`src/rtl/micspi_sampler_pkg.sv`:
```
// Shared types and constants for the MEMs PMod MIC serial sampler.
package micspi_pkg;

    localparam int FRAME_BITS   = 16;
    localparam int SAMPLE_BITS  = 12;
    localparam int LEAD_BITS    = 4;
    localparam int SHIFT_HALVES = 2 * FRAME_BITS;

    // One conversion spans this many SCK half-periods, from tick to IDLE.
    localparam int CONV_HALVES  = 34;

    typedef enum logic [1:0] {
        IDLE,
        LEAD,
        SHIFT,
        TAIL
    } state_t;

endpackage

```
`src/rtl/micspi_sampler_if.sv`:
```
// Bundles the sampler's control, ADC pins and sample-FIFO write port.
interface micspi_sampler_if
    import micspi_pkg::*;
#(
    parameter int RW = 20
);

    logic                   i_en;
    logic [RW-1:0]          i_rate;
    logic                   i_miso;
    logic                   o_csn;
    logic                   o_sck;
    logic                   o_stb;
    logic [SAMPLE_BITS-1:0] o_data;
    logic                   o_miss;
    logic                   o_err;

    modport master (
        input  i_en, i_rate, i_miso,
        output o_csn, o_sck, o_stb, o_data, o_miss, o_err
    );

    modport slave (
        output i_en, i_rate, i_miso,
        input  o_csn, o_sck, o_stb, o_data, o_miss, o_err
    );

endinterface

```
`src/rtl/micspi_sampler_tick.sv`:
```
// Sample-rate divider: reloads from rate, pulses tick on reaching zero while enabled.
module micspi_tick #(
    parameter int RW = 20
) (
    input  logic          i_clk,
    input  logic          i_rst,
    input  logic          en,
    input  logic [RW-1:0] rate,
    output logic          tick
);

    logic [RW-1:0] count;

    // Reloading on every disabled cycle makes a rate change land at the next reload.
    always_ff @(posedge i_clk) begin
        if (i_rst || !en || count == '0) begin
            count <= rate;
        end else begin
            count <= count - 1'b1;
        end
    end

    assign tick = en && (count == '0);

endmodule

```
`src/rtl/micspi_sampler.sv`:
```
// ADCS7476 serial front end: paces conversions, drives CS_n/SCK, emits 12-bit samples.
// Optional lead-zero frame check is built when MICSPI_ZCHECK_EN is defined.
module micspi_sampler
    import micspi_pkg::*;
#(
    parameter int CKDIV = 4,
    parameter int RW    = 20
) (
    input  logic             i_clk,
    input  logic             i_rst,
    micspi_sampler_if.master bus
);

    localparam int CW = $clog2(CKDIV);
    localparam int HW = $clog2(SHIFT_HALVES);

    state_t                 state;
    state_t                 state_next;
    logic [CW-1:0]          cnt;
    logic [HW-1:0]          half;
    logic [1:0]             miso_sync;
    logic [FRAME_BITS-1:0]  shreg;
    logic                   tick;
    logic                   cnt_last;
    logic                   sck_low;
    logic                   last_half;
    logic                   capture;
    logic                   frame_done;
    logic                   lead_ok;
    logic                   stb_q;
    logic [SAMPLE_BITS-1:0] data_q;

    micspi_tick #(.RW(RW)) u_tick (
        .i_clk (i_clk),
        .i_rst (i_rst),
        .en    (bus.i_en),
        .rate  (bus.i_rate),
        .tick  (tick)
    );

    assign cnt_last   = (cnt == CW'(CKDIV - 1));
    assign sck_low    = (state == SHIFT) && !half[0];
    assign last_half  = (half == HW'(SHIFT_HALVES - 1));
    assign capture    = sck_low && cnt_last;
    // One cycle before the SHIFT->TAIL transition, so the registered strobe lands on it.
    assign frame_done = (state == SHIFT) && last_half && (cnt == CW'(CKDIV - 2));

    always_ff @(posedge i_clk) begin
        if (i_rst) begin
            state <= IDLE;
        end else begin
            state <= state_next;
        end
    end

    // A tick arriving on the final TAIL cycle starts the next frame back to back.
    always_comb begin
        state_next = state;
        case (state)
            IDLE:    if (tick) state_next = LEAD;
            LEAD:    if (cnt_last) state_next = SHIFT;
            SHIFT:   if (cnt_last && last_half) state_next = TAIL;
            TAIL:    if (cnt_last) state_next = tick ? LEAD : IDLE;
            default: state_next = IDLE;
        endcase
    end

    always_comb begin
        bus.o_csn  = (state == IDLE) || (state == TAIL);
        bus.o_sck  = !sck_low;
        bus.o_miss = tick && !((state == IDLE) || ((state == TAIL) && cnt_last));
    end

    always_ff @(posedge i_clk) begin
        if (i_rst) begin
            cnt  <= '0;
            half <= '0;
        end else begin
            cnt <= ((state == IDLE) || cnt_last) ? '0 : cnt + 1'b1;
            if (state != SHIFT) begin
                half <= '0;
            end else if (cnt_last) begin
                half <= half + 1'b1;
            end
        end
    end

    // Capture on the SCK rising edge sees the pin as it was two clocks earlier.
    always_ff @(posedge i_clk) begin
        if (i_rst) begin
            miso_sync <= '0;
            shreg     <= '0;
        end else begin
            miso_sync <= {miso_sync[0], bus.i_miso};
            if (capture) begin
                shreg <= {shreg[FRAME_BITS-2:0], miso_sync[1]};
            end
        end
    end

`ifdef MICSPI_ZCHECK_EN
    logic err_q;

    assign lead_ok = (shreg[FRAME_BITS-1 -: LEAD_BITS] == '0);

    always_ff @(posedge i_clk) begin
        if (i_rst) begin
            err_q <= 1'b0;
        end else if (frame_done && !lead_ok) begin
            err_q <= 1'b1;
        end
    end

    assign bus.o_err = err_q;
`else
    logic unused_lead;

    assign lead_ok     = 1'b1;
    assign unused_lead = ^shreg[FRAME_BITS-1 -: LEAD_BITS];
    assign bus.o_err   = 1'b0;
`endif

    always_ff @(posedge i_clk) begin
        if (i_rst) begin
            stb_q  <= 1'b0;
            data_q <= '0;
        end else begin
            stb_q <= frame_done && lead_ok;
            if (frame_done && lead_ok) begin
                data_q <= shreg[SAMPLE_BITS-1:0];
            end
        end
    end

    assign bus.o_stb  = stb_q;
    assign bus.o_data = data_q;

endmodule

```
`src/flat_wrapper.sv`:
```
// flat-port wrapper written by rule: the top's interface ports become plain ports
module micspi_sampler_flat import micspi_pkg::*;
#(
    parameter int CKDIV = 4,
    parameter int RW    = 20
)
  (i_clk, i_rst, bus_i_en, bus_i_rate, bus_i_miso, bus_o_csn, bus_o_sck, bus_o_stb, bus_o_data, bus_o_miss, bus_o_err);
  micspi_sampler_if #(.RW(RW)) bus_i ();
  input  logic i_clk;
  input  logic i_rst;
  input wire logic [$bits(bus_i.i_en)-1:0] bus_i_en;
  input wire logic [$bits(bus_i.i_rate)-1:0] bus_i_rate;
  input wire logic [$bits(bus_i.i_miso)-1:0] bus_i_miso;
  output wire logic [$bits(bus_i.o_csn)-1:0] bus_o_csn;
  output wire logic [$bits(bus_i.o_sck)-1:0] bus_o_sck;
  output wire logic [$bits(bus_i.o_stb)-1:0] bus_o_stb;
  output wire logic [$bits(bus_i.o_data)-1:0] bus_o_data;
  output wire logic [$bits(bus_i.o_miss)-1:0] bus_o_miss;
  output wire logic [$bits(bus_i.o_err)-1:0] bus_o_err;
  assign bus_i.i_en = bus_i_en;
  assign bus_i.i_rate = bus_i_rate;
  assign bus_i.i_miso = bus_i_miso;
  assign bus_o_csn = bus_i.o_csn;
  assign bus_o_sck = bus_i.o_sck;
  assign bus_o_stb = bus_i.o_stb;
  assign bus_o_data = bus_i.o_data;
  assign bus_o_miss = bus_i.o_miss;
  assign bus_o_err = bus_i.o_err;
  micspi_sampler #(.CKDIV(CKDIV), .RW(RW)) u_core (.i_clk(i_clk), .i_rst(i_rst), .bus(bus_i));
endmodule
```
`config.mk`:
```
export PLATFORM = sky130hd
export DESIGN_NAME = micspi_sampler_flat
export DESIGN_NICKNAME = d
export VERILOG_FILES = /design/src/rtl/micspi_sampler_pkg.sv /design/src/rtl/micspi_sampler_if.sv /design/src/rtl/micspi_sampler_tick.sv /design/src/rtl/micspi_sampler.sv /design/src/flat_wrapper.sv
export SDC_FILE = /design/constraint.sdc
export NUM_CORES = 1
export LEC_CHECK = 0
export ABC_AREA = 1
export BUFFER_PORTS_ARGS = -buffer_cell sky130_fd_sc_hd__buf_2
export CAP_MARGIN = 20
export CORE_MARGIN = 2
export CORE_UTILIZATION = 29
export CTS_BUF_LIST = sky130_fd_sc_hd__clkbuf_8
export CTS_CLUSTER_SIZE = 28
export DETAILED_ROUTE_END_ITERATION = 16
export GPL_ROUTABILITY_DRIVEN = 0
export GPL_TIMING_DRIVEN = 0
export SYNTH_ARGS = -nofsm -noshare
export SYNTH_HDL_FRONTEND = slang
export SYNTH_HIERARCHICAL = 1
export SYNTH_SLANG_ARGS = --single-unit
export TNS_END_PERCENT = 5
```
`constraint.sdc`:
```
create_clock -name i_clk -period 1.5 [get_ports i_clk]
set_input_delay 0 -clock i_clk [delete_from_list [all_inputs] [get_ports i_clk]]
set_output_delay 0 -clock i_clk [all_outputs]
set_load 0.01 [all_outputs]
```
[Word-level counts from Yosys, hierarchy flattened]
Index checks and enable logic that the tools add are counted.
Cells by class
  divide/modulo/power cells: 0
  reduce and logical (&&, ||, !) cells: 22
  shift-type cells: 0
  bitwise operators: 0
  magnitude comparators: 0
  eq/ne operators: 11
  multiply operators: 0
  $add $sub $neg: 3
  mux-type cells: 7
Operators by type and width (number)
  logical NOT 20 bit: 1
  two-way mux 20 bit: 1
  subtractor 20 x 1 -> 20 bit (second input constant): 1
  == test 2 bit (second input constant): 4
  logical AND 1 bit: 8
  two-way mux 2 bit: 4
  case mux 2 bit (4 select lines): 1
  != test 2 x 1 -> 1 bit (second input constant): 3
  adder 5 x 1 -> 5 bit (second input constant): 1
  == test 5 bit (second input constant): 1
  logical OR 1 bit: 5
  logical NOT 1 bit: 4
  != test 2 bit (second input constant): 2
  AND reduction 4 bit: 1
  OR reduction 2 bit: 2
  adder 2 x 1 -> 2 bit (second input constant): 1
  == test 2 x 1 -> 1 bit (second input constant): 1
  logical NOT 2 bit: 1
  two-way mux 1 bit: 1
Word-level totals
  memories kept: 0
  ROM bits: 0
  bits of input ports: 24
  output and inout bits: 17
  memory bits (writable): 0
  latch bits: 0
  word-level logic and storage cells: 51
  register bits: 56

[Logic depth before layout (Yosys ltp)]
Gate-level depths: netlist (run 1).
  depth in word-level cells: 5
  depth in mapped cells: 12

[Cells and area by module]
Netlist (run 1), hierarchy kept.
Modules (own cells, without submodules)
  micspi_sampler: cells an instance 178, sequential area each 720.7 µm², times used 1, area each 1446.4 µm²
  micspi_tick: cells an instance 189, sequential area each 400.4 µm², times used 1, area each 1209.9 µm²

[Least setup slack after synthesis (run 1)]
OpenSTA, ideal clock, no wires.
  path kind: reg2reg
  from: reg u_core.u_tick.count[0]
  to: reg u_core.state[0]
  data arrival time: 1.349 ns
  cell stages (with the launch flop): 12
  data required time: 1.387 ns
  clock period less this slack: 1.462 ns
  buffers on the path: 0
  slack: 0.038 ns
  cells stage by stage: dfxtp_1 > inv_1 > ha_1 > nand2_1 > nor2_1 > nand3b_2 > nor2_1 > inv_1 > nand2_1 > nand3_1 > nor2_1 > nor2_1
On the way
  word-level cells in the longest chain between the ends: 5
Ends and longest elaborated chain
  start, declared: line micspi_sampler_tick.sv:12  | logic [RW-1:0] count;
  start signal, assigned: line micspi_sampler_tick.sv:17  | count <= rate;
  start signal, assigned: line micspi_sampler_tick.sv:19  | count <= count - 1'b1;
  logical NOT 20 bit (*): line micspi_sampler_tick.sv:23  | assign tick = en && (count == '0);
  logical AND 1 bit (*): line micspi_sampler_tick.sv:23
  via u_core.tick: line micspi_sampler.sv:23  | logic tick;
  two-way mux 1 bit: line micspi_sampler.sv:63  | TAIL: if (cnt_last) state_next = tick ? LEAD : IDLE;
  two-way mux 2 bit: line micspi_sampler.sv:63
  case mux 2 bit (4 select lines): line micspi_sampler.sv:59  | case (state)
  end signal, assigned: line micspi_sampler.sv:52  | state <= state_next;
  end, declared: line micspi_sampler.sv:17  | state_t state;
The timed path passes the listed nets; every way through them passes the cells marked *. The select of a mux whose other input is x is not followed.
A chain may end at the register's enable or synchronous reset.

[Worst setup path after layout (run 1)]
  from: reg u_core.u_tick.count[1]
  to: out bus_o_miss
On the way
  word-level cells in the longest chain between the ends: 3
Ends and longest elaborated chain
  logical NOT 20 bit: line micspi_sampler_tick.sv:23
  logical AND 1 bit: line micspi_sampler_tick.sv:23
  via u_core.tick: line micspi_sampler.sv:23
  logical AND 1 bit: line micspi_sampler.sv:71  | bus.o_miss = tick && !((state == IDLE) || ((state == TAIL) && cnt_last));
  end, declared: line flat_wrapper.sv:18  | output wire logic [$bits(bus_i.o_miss)-1:0] bus_o_miss;
The timed path passes the listed nets, and every way through them passes these cells.

==> metrics.txt, run 1 <==
Starting Density=30.16%; Non-Filler Instances=564; failing checks=negative setup slack; async set-or-reset flop fraction in the synthesized netlist=0%; DRT iter0 DRCs=59; Worst Setup Path Type=flop to output pin; Ys Warns=6; slowest cell delay on critical path=0.34 ns; Top Ports=41; Vias/cell=4.443; Cell Area, Synth=2656 um2; initial antenna violation count=0; die footprint=9941 um2; Die Wd=99.71 um; Clock power frac=25.2%; port bufs=39; Tcrit/Tclk final=109.0%; Max FO, Critical Path=2; PwrDens=912.9 nW/um2; Antenna diodes=0; Final ANT Viol Nets=0; drt pass-1 iters=4; HPWL Detailed=4216 um; Max H-tree Level=2; top post-synthesis cells by area=dfxtp_1 (42%), nand2_1 (14%), inv_1 (6.2%); NetSw=0.001062 W; global route overflow=0; CTS tree=built; CTS clock-pin slew for the worst setup and hold paths=0.10 ns; die height=99.71 um; Top FF cell, synth=dfxtp_1; area of the multi-input gates=1438 um2; CP bufs+invs=3; sequential area share after synthesis=42.20%; # fillers=916; Post-Synthesis Cells=367; EDFF count, synth=0; Max Cap Viol=0; share of cells above drive strength 1=28.95%; Slowest-stage cell, CP=dfxtp_2; first-pass GRT wire length=10,300 um; Layout Utilization=41.62%; GRT Overall Usage=12.66%; largest net degree at the start of global routing=18; # placed instances=514; commonest non-fill, non-tap cell in the layout=nand2_1; combinational share of power=24.7%; Critical Path Start Type=flop; CP cell instances=inv_2 -> ha_4 -> nand2_4 -> nor2_4 -> nand3b_4 -> nor2_4 -> inv_2 -> a211oi_2 -> buf_2; FMAX=611.6 MHz; Crit path max-delay family=simple AND/OR/NAND/NOR gates; count of cell types in the netlist=30; Seq pwr share=50.1%; Leakage=1.614 nW; FP Rows=34; Routed WL=6047 um; Area Overhead vs Synth=37.96%; Synth top area share=42.20%; PnR worst setup slack=-0.1352 ns; CTS buffer count=5; CP Capture Type=output pin; clk_lat worst skew=0.32 ns; CP Data Required Time=1.50 ns; Sink Count=56; clk buf depth=2; syn_area_per_cell=7.238 um2; vias=2,506; minimum clock period=1.635 ns; Net Count, Synth=401; FF/Latch Area=1145 um2; status=complete, but fails checks; Max rail drop VDD=0.3937 mV; Switching Share=31.76%; vias in the first global route=2,430; Slew Viols, Final=0; Remaining DRCs=0; internal power=0.002283 W; unrepaired setup endpoints after global routing=true; Clock Skew=0.01388 ns; endpoints failing setup=4; drt wl/cell=10.72 um; post-synth top area cell=dfxtp_1; core area=8806 um2; Final Net Count=489; most frequent cells in the layout=nand2_1 (93), dfxtp_1 (43), inv_1 (42); #FFs+latches synth=56; Crit path arrival time=1.64 ns; worst min-delay path class=input port to flop; Clock Root Buffer=clkbuf_8; final hold violations=0
-- routing by layer --
| layer | share of wire [%] | vias to the layer above | routed length, um | track usage, % |
|---|---|---|---|---|
| met5 | 0 | - | 0 | 0 |
| met4 | 1.5 | 0 | 92 | 5.374 |
| met3 | 3.7 | 9 | 224 | 2.460 |
| met2 | 50 | 44 | 3044 | 22.92 |
| met1 | 44 | 1127 | 2685 | 14.45 |
| li1 | - | 1326 | - | - |
-- synth_stat cells, types with 2 or more instances --
master	count
o21ai_2	2
a21oi_1	28
nor2_1	42
inv_2	2
o21ai_0	15
nand3_1	8
nand2_2	4
nand3b_1	5
ha_1	10
xnor2_1	8
dfxtp_1	56
buf_2	5
buf_8	2
nand4_1	4
buf_4	3
inv_1	44
nand2_1	98
nand3_2	2
o21ai_1	16
xor2_1	3
-- tightest hold or removal path, cell delays in order --
cell and delay [ns]:
buf_2 0.10, inv_1 0.10, nor2_1 0.08, nand2_4 0.08
buf_12 0.12, o21ai_2 0.06
-- state kept, by name, indices dropped and copies added, names as in the netlist --
signal and count:
u_core/u_tick/count 20, u_core/bus.o_data 12, u_core/shreg 12, u_core/half 5, u_core/cnt 2, u_core/miso_sync 2, u_core/state 2, u_core/bus.o_stb 1
-- repair_timing --
action | in CTS | in global routing
endpoints found under the hold margin | 23 | 0
buffers inserted | 15 | 4
gates resized for setup | 43 | 28
pin swaps | 12 | 6
endpoints found under the setup margin | 36 | 36
hold buffers | 23 | 0
-- final timing paths --
path                                              from  cells past startpoint                      end  slack [ns]
worst max-delay path            u_core/u_tick/count[1]                      9               bus_o_miss       -0.14
worst min-delay path                          bus_i_en                      6   u_core/u_tick/count[7]        0.27
worst max register to register  u_core/u_tick/count[7]                     13  u_core/u_tick/count[18]       -0.07
worst min register to register     u_core/miso_sync[0]                      2      u_core/miso_sync[1]        0.41
-- stage by stage --
step	total power, W	hold WS [ns]	TNS, ns	cell area [um2]	worst slack [ns]
2_1_floorplan	0.002144	0.07118	0	2656	0.03761
3_3_place_gp	0.002313	0.1947	-2.308	2987	-0.2587
3_5_place_dp	0.002328	0.1954	-2.967	2987	-0.2898
4_1_cts	0.003322	0.2213	-0.6055	3536	-0.2098
5_1_grt	0.003564	0.3101	-1.902	3665	-0.2310
6_report	0.003346	0.2689	-0.2962	3665	-0.1352
-- cells by family after synthesis --
logic type,count (synthesis),share of synthesized area (%)
other,1,0.1412
AO/OA/AOI/OAI,63,12.34
adder cells (fa/ha/maj),10,4.710
AND/OR/NAND/NOR,168,26.94
flip-flops,56,42.20
XOR/XNOR,11,3.627
buffers and inverters,58,10.03
-- power by group through the flow --
stage | registers, W | logic, W | clock network (W)
after detailed placement | 0.00169 | 0.000638 | 0
after CTS | 0.00167 | 0.000769 | 0.000884
after floorplan | 0.00167 | 0.000475 | 0
final | 0.00168 | 0.000825 | 0.000844
after global placement | 0.00169 | 0.000625 | 0
after global routing | 0.00169 | 0.000935 | 0.000941
-- final cells by class --
cell class	instances	area share, %
multi-input combinational	253	39.23
sequential	56	31.24
timing repair buffer	81	15.50
inverter	46	4.712
tap	108	3.687
buffer	12	3.209
clock buffer	5	1.878
clock inverter	3	0.5463
(Power assumes the default switching activity.)
==> run 2: changes to the inputs <==
PLACE_DENSITY_LB_ADDON = 0.05   (was not set)
==> metrics.txt, run 2 (synthesis gave the netlist of run 1 again) <==
PnR worst setup slack=-0.1275 ns; CTS clock-pin slew for the worst setup and hold paths=0.10 ns; clk buf depth=2; Clock Root Buffer=clkbuf_8; CP Data Required Time=1.72 ns; CP Capture Type=flop; Clock Skew=0.009338 ns; Antenna diodes=0; Max Cap Viol=0; R2R Setup Slk=-0.13 ns; Area Overhead vs Synth=40.32%; most frequent cells in the layout=nand2_1 (93), dfxtp_1 (43), inv_1 (42); Worst Hold Launch=bus_i_en; share of cells above drive strength 1=30.00%; Max rail drop VDD=0.3813 mV; worst hold stages=6; Slew Viols, Final=0; drt wl/cell=11.25 um; commonest non-fill, non-tap cell in the layout=nand2_1; Routed WL=6388 um; PwrDens=900.3 nW/um2; vias in the first global route=2,336; Max FO, Critical Path=3; Crit path arrival time=1.84 ns; first-pass GRT wire length=10,660 um; Reg2Reg Depth=13; largest net degree at the start of global routing=18; Finished Cell Area=3727 um2; FMAX=614.4 MHz; Fin Hold WS=0.2765 ns; HPWL Detailed=4510 um; clk_lat worst skew=0.31 ns; unrepaired setup endpoints after global routing=true; global route overflow=0; Layout Utilization=42.33%; Final ANT Viol Nets=0; Remaining DRCs=0; max FFs per register=20; Die Wd=99.71 um; Tcrit/Tclk final=108.5%; final hold violations=0; worst flop-to-flop path endpoint=u_core/u_tick/count[14]; Vias/cell=4.338; Sink Count=56; Max H-tree Level=2; FP Rows=34; failing checks=negative setup slack; Critical Path Start Type=flop; endpoints failing setup=4; post-placement cell area=2987 um2; Final Net Count=493; GRT Overall Usage=13.25%; CTS buffer count=5; core area=8806 um2; worst r2r src=u_core/u_tick/count[12]; Largest Register=u_core/u_tick/count; setup_tns=-0.3632 ns; status=complete, but fails checks; Starting Density=30.16%; Min-Delay Endpoint=u_core/u_tick/count[7]; Top Ports=41; die footprint=9941 um2; vias=2,464; Worst Setup Path Type=flop to flop; port bufs=39; CTS tree=built; Leakage=1.644 nW; drt pass-1 iters=4; worst min-delay path class=input port to flop; DRT iter0 DRCs=59; worst slack, placed=-0.2768 ns; initial antenna violation count=0; die height=99.71 um; minimum clock period=1.627 ns
## run 2: layout make-up
type                            instances  area (um2)
Fill cell                             950        5079
Multi-Input combinational cell        253        1463
Sequential cell                        56        1152
Timing Repair Buffer                   85       598.1
Inverter                               46       172.7
Tap cell                              108       135.1
Buffer                                 12       117.6
Clock buffer                            5       68.82
Clock inverter                          3       20.02
## run 2: metal layers
metal | wire length, um | GRT usage (%)
met1 | 3125 | 16.83
met2 | 3017 | 22.66
met3 | 163 | 2.600
met4 | 80 | 4.110
met5 | 0 | 0
## run 2: what timing repair did
item,4_1_cts,5_1_grt
gates resized for setup,50,29
pin swaps,12,9
buffers inserted,20,3
hold endpoints to repair,23,0
hold buffers,23,0
endpoints found under the setup margin,35,45
## run 2: power breakdown
part	internal (W)	switching, W	total, W
sequential	0.00158	0.0000979	0.00168
clock	0.000327	0.000507	0.000834
combinational	0.000394	0.000450	0.000845
total	0.00230	0.00106	0.00336
## run 2: worst max-delay path, cell delays in order (launching register included)
cell,delay (ns)
dfxtp_4,0.39
nor2_4,0.04
buf_4,0.13
buf_4,0.12
buf_4,0.12
buf_4,0.12
buf_4,0.12
buf_4,0.12
nand2_1,0.11
nor2_2,0.05
nand3b_1,0.08
nand2_1,0.06
nand2_1,0.06
nand2_1,0.04
## run 2: worst max path at each step
stage	from	end	cells after the start	slack, ns
2_1_floorplan	u_core/u_tick/count[0]	u_core/state[0]	11	0.04
4_1_cts	u_core/u_tick/count[5]	bus_o_miss	8	-0.18
6_report	u_core/u_tick/count[12]	u_core/u_tick/count[14]	13	-0.13
5_1_grt	u_core/u_tick/count[13]	u_core/u_tick/count[18]	14	-0.22
3_3_place_gp	u_core/u_tick/count[0]	u_core/state[0]	11	-0.27
3_5_place_dp	u_core/u_tick/count[0]	u_core/u_tick/count[10]	8	-0.28
## run 2: metrics by stage
stage          total power [W]  std cells
6_report              0.003356        568
5_1_grt               0.003613        568
4_1_cts               0.003343        565
3_5_place_dp          0.002327        514
3_3_place_gp          0.002326        514
2_1_floorplan         0.002144        367
==> run 3: changes to the inputs <==
ABC_AREA = 0   (was 1)
HOLD_SLACK_MARGIN = 0.03   (was not set)
==> metrics.txt, run 3 <==
Min-Delay Endpoint=u_core/state[0]; sequential area share after synthesis=44.03%; Max H-tree Level=2; initial antenna violation count=0; Top FF cell, synth=dfxtp_1; drt pass-1 iters=4; share of cells above drive strength 1=32.95%; Post-Synthesis Cells=276; post-placement cell area=2894 um2; Max rail drop VDD=0.3451 mV; Clock Root Buffer=clkbuf_8; worst flop-to-flop path endpoint=u_core/state[0]; max FFs per register=20; Max Cap Viol=0; async set-or-reset flop fraction in the synthesized netlist=0%; Leakage=1.421 nW; Slew HR=55.52%; most frequent cells in the layout=nand2_1 (47), dfxtp_1 (46), buf_2 (41); CTS tree=built; Slew @ Worst Pin=0.6672 ns; CTS clock-pin slew for the worst setup and hold paths=0.10 ns; PwrDens=857.8 nW/um2; Top Ports=41; Starting Density=29.48%; unrepaired setup endpoints after global routing=true; status=complete, but fails checks; Ys Warns=6; failing checks=negative setup slack; Tcrit/Tclk final=120.5%; CP Data Required Time=1.50 ns; Sink Count=56; Net Count, Synth=310; Synth Area in Compound Gates=11.11%; Area Overhead vs Synth=34.50%; Fin Hold WS=0.07291 ns; DRT iter0 DRCs=49; clk buf depth=2; Worst Hold Launch=i_rst; die footprint=9545 um2; minimum clock period=1.808 ns; post-synth top area cell=dfxtp_1; count of cell types in the netlist=43; Crit path arrival time=1.81 ns; most common cell in the netlist=dfxtp_1; Antenna diodes=0; Max FO, Critical Path=4; HPWL Detailed=3860 um; vias in the first global route=2,022; top post-synthesis cells by area=dfxtp_1 (44%), nand2_1 (7.2%), mux2i_1 (5.9%); Critical Path Start Type=flop; Largest Register=u_core/u_tick/count; largest net degree at the start of global routing=19; mux share of post-synthesis cell area=5.897%; Reg2Reg Depth=6; commonest non-fill, non-tap cell in the layout=nand2_1; worst hold stages=3; Remaining DRCs=0; Worst Setup Path Type=flop to output pin; largest family of logic cells by synthesized area=simple AND/OR/NAND/NOR gates; Final Net Count=385; # placed instances=423; EDFF count, synth=0; Post-synth top cells=dfxtp_1 (56), nand2_1 (49), nor2_1 (23), o21ai_1 (19), mux2i_1 (15); Final ANT Viol Nets=0; endpoints failing setup=23; CP Capture Type=output pin; area share of fa/ha/maj cells after synthesis=4.914%; GRT Overall Usage=12.60%; syn_area_per_cell=9.225 um2; Routed WL=5636 um; Synth top area share=44.03%; PnR worst setup slack=-0.3076 ns; die height=97.70 um; core area=8636 um2; R2R Setup Slk=-0.23 ns; vias=2,059; clk_lat worst skew=0.31 ns; worst min-delay path class=input port to flop; Cell Area, Synth=2546 um2; Vias/cell=4.476; port bufs=39; Slew Viols, Final=0; CTS buffer count=5; Die Wd=97.70 um; worst slack, placed=-0.4992 ns; first-pass GRT wire length=9701 um; Post-Synth XOR/XNOR Area=6.880%; Simple-Gate Fraction of Synth Area=22.16%; final hold violations=0; #FFs+latches synth=56; Non-Filler Instances=460; global route overflow=0; worst r2r src=u_core/u_tick/count[9]; drt wl/cell=12.25 um; FMAX=553.2 MHz; FP Rows=34; Finished Cell Area=3425 um2; Clock Skew=0.01352 ns
==> run 3: changes by cell type in the layout (fill, tap and decap cells not counted), sizes merged, moves of 15 or more <==
cell	previous run	this run
nand2	102	51
inv	47	9
nor2	44	23
a21oi	28	13
buf	73	58
mux2i	0	15
==> run 3: repair_timing <==
item | in CTS | in global routing
hold endpoints to repair | 21 | 0
endpoints found under the setup margin | 38 | 40
resized for setup | 22 | 15
hold buffers | 21 | 0
pin swaps | 5 | 4
setup buffers | 5 | 3
==> run 3: cells by family (layout without fill, tap and decap cells) <==
kind of cell	count (synthesis)	after routing
buf+inv	22	98
fa+ha+maj	10	10
xor+xnor	20	20
compound gates	41	41
flops	56	56
simple gates	111	111
other cells	1	1
mux	15	15
==> run 3: through the flow <==
stage          setup TNS, ns  power [W]  utilization, %
4_1_cts               -5.973   0.002977           38.66
3_3_place_gp          -10.92   0.001858           33.51
3_5_place_dp          -11.05   0.001860           33.51
2_1_floorplan        -0.6684   0.001778               -
6_report              -4.689   0.002938           39.66
5_1_grt               -7.965   0.003105           39.66
==> run 3: area by class of cell <==
cell class | instances | area, um2
Clock inverter | 3 | 47.55
Clock buffer | 5 | 68.82
Fill cell | 885 | 5211
Tap cell | 108 | 135.1
Sequential cell | 56 | 1141
Timing Repair Buffer | 68 | 465.4
Buffer | 13 | 111.4
Multi-Input combinational cell | 198 | 1421
Inverter | 9 | 33.78
==> run 3: where the power goes <==
group | switching, W | internal (W)
clock | 0.000523 | 0.000504
sequential | 0.0000766 | 0.00154
combinational | 0.000132 | 0.000162
==> run 3: worst max-delay path: stages (launching register included) <==
cell and delay (ns):
dfxtp_2 0.38, nor4_4 0.30, nand4_1 0.21, nor3_2 0.19, inv_1 0.10, a211oi_2 0.15
buf_2 0.16
==> run 3: per-layer routing <==
metal / share of wire (%) / vias to the layer above / GRT usage, % / routed length, um
li1: - / 1078 / - / -
met1: 53 / 946 / 17.82 / 2986
met2: 43 / 31 / 19.26 / 2413
met3: 3.3 / 4 / 2.806 / 184
met4: 0.90 / 0 / 3.846 / 51
met5: 0 / - / 0 / 0
==> run 3: worst max-delay path by stage <==
stage                                start         endpoint  cells past startpoint  slack, ns
floorplan           u_core/u_tick/count[5]  u_core/state[1]                      6       -0.1
global placement    u_core/u_tick/count[5]  u_core/state[0]                      6      -0.48
detailed placement  u_core/u_tick/count[5]  u_core/state[1]                      6      -0.50
CTS                 u_core/u_tick/count[6]       bus_o_miss                      6      -0.43
global route        u_core/u_tick/count[2]       bus_o_miss                      6      -0.48
finish              u_core/u_tick/count[9]       bus_o_miss                      6      -0.31
